<file path="src/rtl/screen_sequencer.sv">
// Frame-synchronous START/GAME/OVER screen sequencer for the 96x64 OLED.
// Screen requests are latched as pending and committed only on frame_begin; also muxes pixel sources.
module screen_sequencer #(
    parameter int unsigned BLINK_FRAMES    = 30,
    parameter int unsigned END_HOLD_FRAMES = 120,
    parameter int unsigned PROMPT_START    = 2208,
    parameter logic [15:0] BG_COLOUR       = 16'h0044
) (
    input  logic        clk,
    input  logic        reset,
    input  logic        frame_begin,
    input  logic [12:0] pixel_index,
    input  logic        mouse_left,
    input  logic        game_over,
    input  logic [15:0] start_pixel,
    input  logic [15:0] game_pixel,
    input  logic [15:0] end_pixel,
    output logic [15:0] oled_data,
    output logic [1:0]  screen,
    output logic        game_start
);

    localparam int unsigned CNT_W = 8;
    localparam int unsigned PIX_W = 13;
    localparam logic [CNT_W-1:0] BLINK_LAST = CNT_W'(BLINK_FRAMES - 1);
    localparam logic [CNT_W-1:0] HOLD_MIN   = CNT_W'(END_HOLD_FRAMES);
    localparam logic [CNT_W-1:0] CNT_MAX    = '1;
    localparam logic [PIX_W-1:0] PROMPT_IDX = PIX_W'(PROMPT_START);

    typedef enum logic [1:0] {
        S_START   = 2'd0,
        S_GAME    = 2'd1,
        S_OVER    = 2'd2,
        S_ILLEGAL = 2'd3
    } screen_t;

    screen_t          r_screen;
    screen_t          r_pending;
    logic             r_mouse_prev;
    logic             r_blink_on;
    logic [CNT_W-1:0] r_blink_cnt;
    logic [CNT_W-1:0] r_hold_cnt;
    logic [15:0]      r_oled_data;
    logic             r_game_start;

    logic w_click;
    logic w_idle;
    logic w_commit;
    logic w_prompt_hidden;

    assign w_click         = mouse_left & ~r_mouse_prev;
    // New events are only accepted while no request is waiting for a frame boundary
    assign w_idle          = (r_pending == r_screen);
    assign w_commit        = frame_begin & ~w_idle;
    assign w_prompt_hidden = ~r_blink_on & (pixel_index >= PROMPT_IDX);

    always_ff @(posedge clk) begin
        if (reset) begin
            r_screen     <= S_START;
            r_pending    <= S_START;
            r_mouse_prev <= 1'b0;
            r_blink_on   <= 1'b1;
            r_blink_cnt  <= '0;
            r_hold_cnt   <= '0;
            r_oled_data  <= BG_COLOUR;
            r_game_start <= 1'b0;
        end else begin
            r_mouse_prev <= mouse_left;
            r_game_start <= 1'b0;

            if (w_commit) begin
                r_screen     <= r_pending;
                r_game_start <= (r_pending == S_GAME);
                r_blink_cnt  <= '0;
                r_hold_cnt   <= '0;
                r_blink_on   <= 1'b1;
            end else begin
                if (w_idle) begin
                    case (r_screen)
                        S_START: if (w_click) r_pending <= S_GAME;
                        S_GAME:  if (game_over) r_pending <= S_OVER;
                        S_OVER:  if (w_click && (r_hold_cnt >= HOLD_MIN)) r_pending <= S_START;
                        default: r_pending <= r_screen;
                    endcase
                end
                if (frame_begin) begin
                    if (r_screen == S_START) begin
                        if (r_blink_cnt == BLINK_LAST) begin
                            r_blink_cnt <= '0;
                            r_blink_on  <= ~r_blink_on;
                        end else begin
                            r_blink_cnt <= r_blink_cnt + CNT_W'(1);
                        end
                    end
                    if ((r_screen == S_OVER) && (r_hold_cnt != CNT_MAX)) begin
                        r_hold_cnt <= r_hold_cnt + CNT_W'(1);
                    end
                end
            end

            // Pixel mux follows the screen committed before this edge
            case (r_screen)
                S_START: r_oled_data <= w_prompt_hidden ? BG_COLOUR : start_pixel;
                S_GAME:  r_oled_data <= game_pixel;
                S_OVER:  r_oled_data <= end_pixel;
                default: r_oled_data <= BG_COLOUR;
            endcase
        end
    end

    assign oled_data  = r_oled_data;
    assign screen     = r_screen;
    assign game_start = r_game_start;

endmodule

</file>
<file path="config.mk">
export PLATFORM = sky130hd
export DESIGN_NAME = screen_sequencer
export DESIGN_NICKNAME = d
export VERILOG_FILES = /design/src/rtl/screen_sequencer.sv
export SDC_FILE = /design/constraint.sdc
export NUM_CORES = 1
export LEC_CHECK = 0
export BUFFER_PORTS_ARGS = -buffer_cell sky130_fd_sc_hd__buf_2
export CAP_MARGIN = 40
export CORE_MARGIN = 3
export CORE_UTILIZATION = 45
export DETAILED_ROUTE_END_ITERATION = 10
export PLACE_DENSITY = 0.77
export SYNTH_ARGS = -nofsm -noshare
export SYNTH_HDL_FRONTEND = slang
export SYNTH_SLANG_ARGS = --single-unit
export TNS_END_PERCENT = 100
</file>
<file path="constraint.sdc">
create_clock -name clk -period 2.5 [get_ports clk]
set_clock_uncertainty 0.2 [all_clocks]
set_input_delay 0.5 -clock clk [delete_from_list [all_inputs] [get_ports clk]]
set_output_delay 0.5 -clock clk [all_outputs]
set_load 0.02 [all_outputs]
</file>
==> metrics.yaml <==
yosys:
  ys_types: 35
  yosysSeqAreaShare_pct: 41.3
  yosysTopAreaCell: "dfxtp_1"
  syn_area_per_cell_sq_um: 8.40
  synth_area_sq_mm: 0.00189
  yosys_register_bits: 39
  synth_edf_count: 0
  ys.flop_type: "dfxtp_1"
  synth_top_area_share_pct: 41.3
  ys_warn_count: 0
  async_flop_share_pct: 0
  synth_cells: 225
  syn-num-nets: 299
  ys_top_cells_by_area: "dfxtp_1 (41%), a22oi_1 (5.6%), o21ai_0 (5.6%), ha_1 (5.3%), and2_1 (5.0%)"
placed_design:
  gp_congestion: 0.874
  place_inst: 349
  io_buffers: 79
  dpl.hpwl_mm: 3.43
  dpl-instance-area_sq_mm: 0.00234
flow_run:
  maxCapViolCount: 0
outcome:
  outcome: "completed"
clock_tree:
  clock_latency_ns: 0.29
  cts_resized: 0
  cts_buffers: 5
  clockBufferDepth: 2
  hold_buffers: 0
  cts_tree: "built"
  clkTransAtPathRegs_ns: 0.08
  cts_htree_levels: 2
  cts-root-buf: "clkbuf_8"
  cts.sinks: 39
  post_cts_buffers: 0
floorplanning:
  core_sq_mm: 0.00385
  pin_count: 85
  die_w_um: 70.8
  die-area_sq_mm: 0.00501
  die_h_um: 70.8
  start_util_pct: 49.0
  num_rows: 22
sta:
  relSlewSlack_pct: 64.3
  worst_pin_slew_ns: 0.530
  setup_violations: 0
  slew_viol_final: 0
  hold_viol_final: 0
  min_period_ns: 2.02
  tns_ns: 0
  clock.fmax_ghz: 0.496
  finalCritPeriodShare_pct: 80.6
  rsz0062_at_grt: "false"
drt:
  wirelength_mm: 4.56
  vias_per_cell: 5.18
  vias: 1848
  drcViolationCount: 0
  wl_per_cell_um: 12.8
  initialDrtViolationCount: 68
  drt-pass1-iter-count: 4
  ant_nets: 0
global_route:
  grt_pass1_vias: 1697
  grt_usage_pct: 18.1
  grt_pass1_wl_mm: 7.38
  overflow: 0
  antenna_found_initial: 0
  grt_max_degree: 22
worst_hold_path:
  hp-class: "in2reg"
power:
  max-vdd-ir-drop_mv: 0.594
  power_density_mw_per_mm2: 703
  p_leak_nw: 1.10
critical_path:
  worstPathCellList: "ha_1 > and2_1 > nand4_1 > or4_1 > a21oi_1"
  crit_buf_inv: 0
  crit_slowest_cell: "dfxtp_1"
  required_ns: 2.53
  startpoint_type: "flip-flop"
  cpPeakStageDelay_ns: 0.47
  crit_type: "reg2reg"
  cp_top_family: "simple AND/OR/NAND/NOR gates"
  crit_fanout: 7
  arrival_ns: 2.04
  crit_path_end_kind: "flip-flop"
layout:
  area_growth_pct: 29.5
  ff_latch_area_sq_um: 781
  nFillCells: 357
  drive_gt1_share_pct: 30.7
  fin_area_sq_mm: 0.00245
  diodes: 0
  layout.nets: 382
  multi_input_area_sq_mm: 0.00102
  stdcell_count: 357
state kept, by name, summed over array words and instances, names as in the netlist:
register and count:
r_blink_on 1, r_hold_cnt 8, r_pending 2, game_start 1
screen 2, oled_data 16, r_mouse_prev 1, r_blink_cnt 8
layout make-up:
cell class	count	area share (%)
timing repair buffer	85	18.0
sequential	39	31.9
tap	48	2.45
clock inverter	1	0.307
clock buffer	7	3.94
multi-input combinational	166	41.7
inverter	11	1.69
routing by layer:
layer | vias up | track usage, % | routed length, um
met3 | 9 | 5.97 | 333
met5 | - | 0 | 0
met4 | 0 | 6.05 | 78
met2 | 62 | 28.8 | 2160
li1 | 951 | - | -
met1 | 826 | 23.0 | 1990
tightest hold or removal path: cells and delay by family:
family	cells	cell delay, ns
buffers and inverters	1	0.07
AND/OR/NAND/NOR	2	0.10
Yosys cell counts, types with 2 or more instances:
cell / n
dfxtp_1: 39
nand2_1: 25
o21ai_0: 21
nor2_1: 17
and2_1: 15
a22oi_1: 14
inv_1: 11
ha_1: 8
a21oi_1: 7
nand3_1: 7
nand4_1: 7
xor2_1: 7
clkbuf_1: 6
xnor2_1: 5
a211oi_1: 4
nor3_1: 4
mux2i_1: 3
nor4_1: 3
or3_1: 3
and3_1: 2
nor2b_1: 2
o31ai_1: 2
cells by family after synthesis:
kind of cell / synth area share [%]
and+or+nand+nor: 24.4
AOI/OAI and AO/OA: 17.2
DFF: 41.3
buffers and inverters: 4.64
xor gates and xnor gates: 5.56
adders and majority gates: 5.30
muxes: 1.59
path summary, 6_finish.rpt:
check / to / cells after the start / slack (ns) / from
worst min register to register: game_start / 2 / 0.30 / r_pending[0]
worst max register to register: r_hold_cnt[5] / 5 / 0.48 / screen[1]
worst max-delay path: r_hold_cnt[5] / 5 / 0.48 / screen[1]
worst min-delay path: oled_data[2] / 3 / 0.21 / end_pixel[2]
per-stage QoR:
step	total power [mW]	hold WS [ns]	util, %	setup WS, ns
floorplan	1.09	0.260	-	0.530
global placement	1.26	0.282	60.8	0.540
detailed placement	1.27	0.291	60.8	0.505
CTS	1.74	0.215	63.5	0.479
global route	1.83	0.232	63.5	0.373
finish	1.72	0.215	63.5	0.484
power breakdown:
part	internal (mW)	leakage (nW)	switching, mW
sequential	0.695	0.320	0.0454
clock	0.251	0.0505	0.219
combinational	0.212	0.732	0.299
placed cells by master, fill, tap and decap left out, types with 8 or more instances in the layout:
cell type	instances
and2_1	15
a22oi_1	14
dfxtp_1	39
inv_1	11
buf_2	79
nand2_1	25
ha_1	8
o21ai_0	21
nor2_1	17
Power figures use the tool's default switching activity.
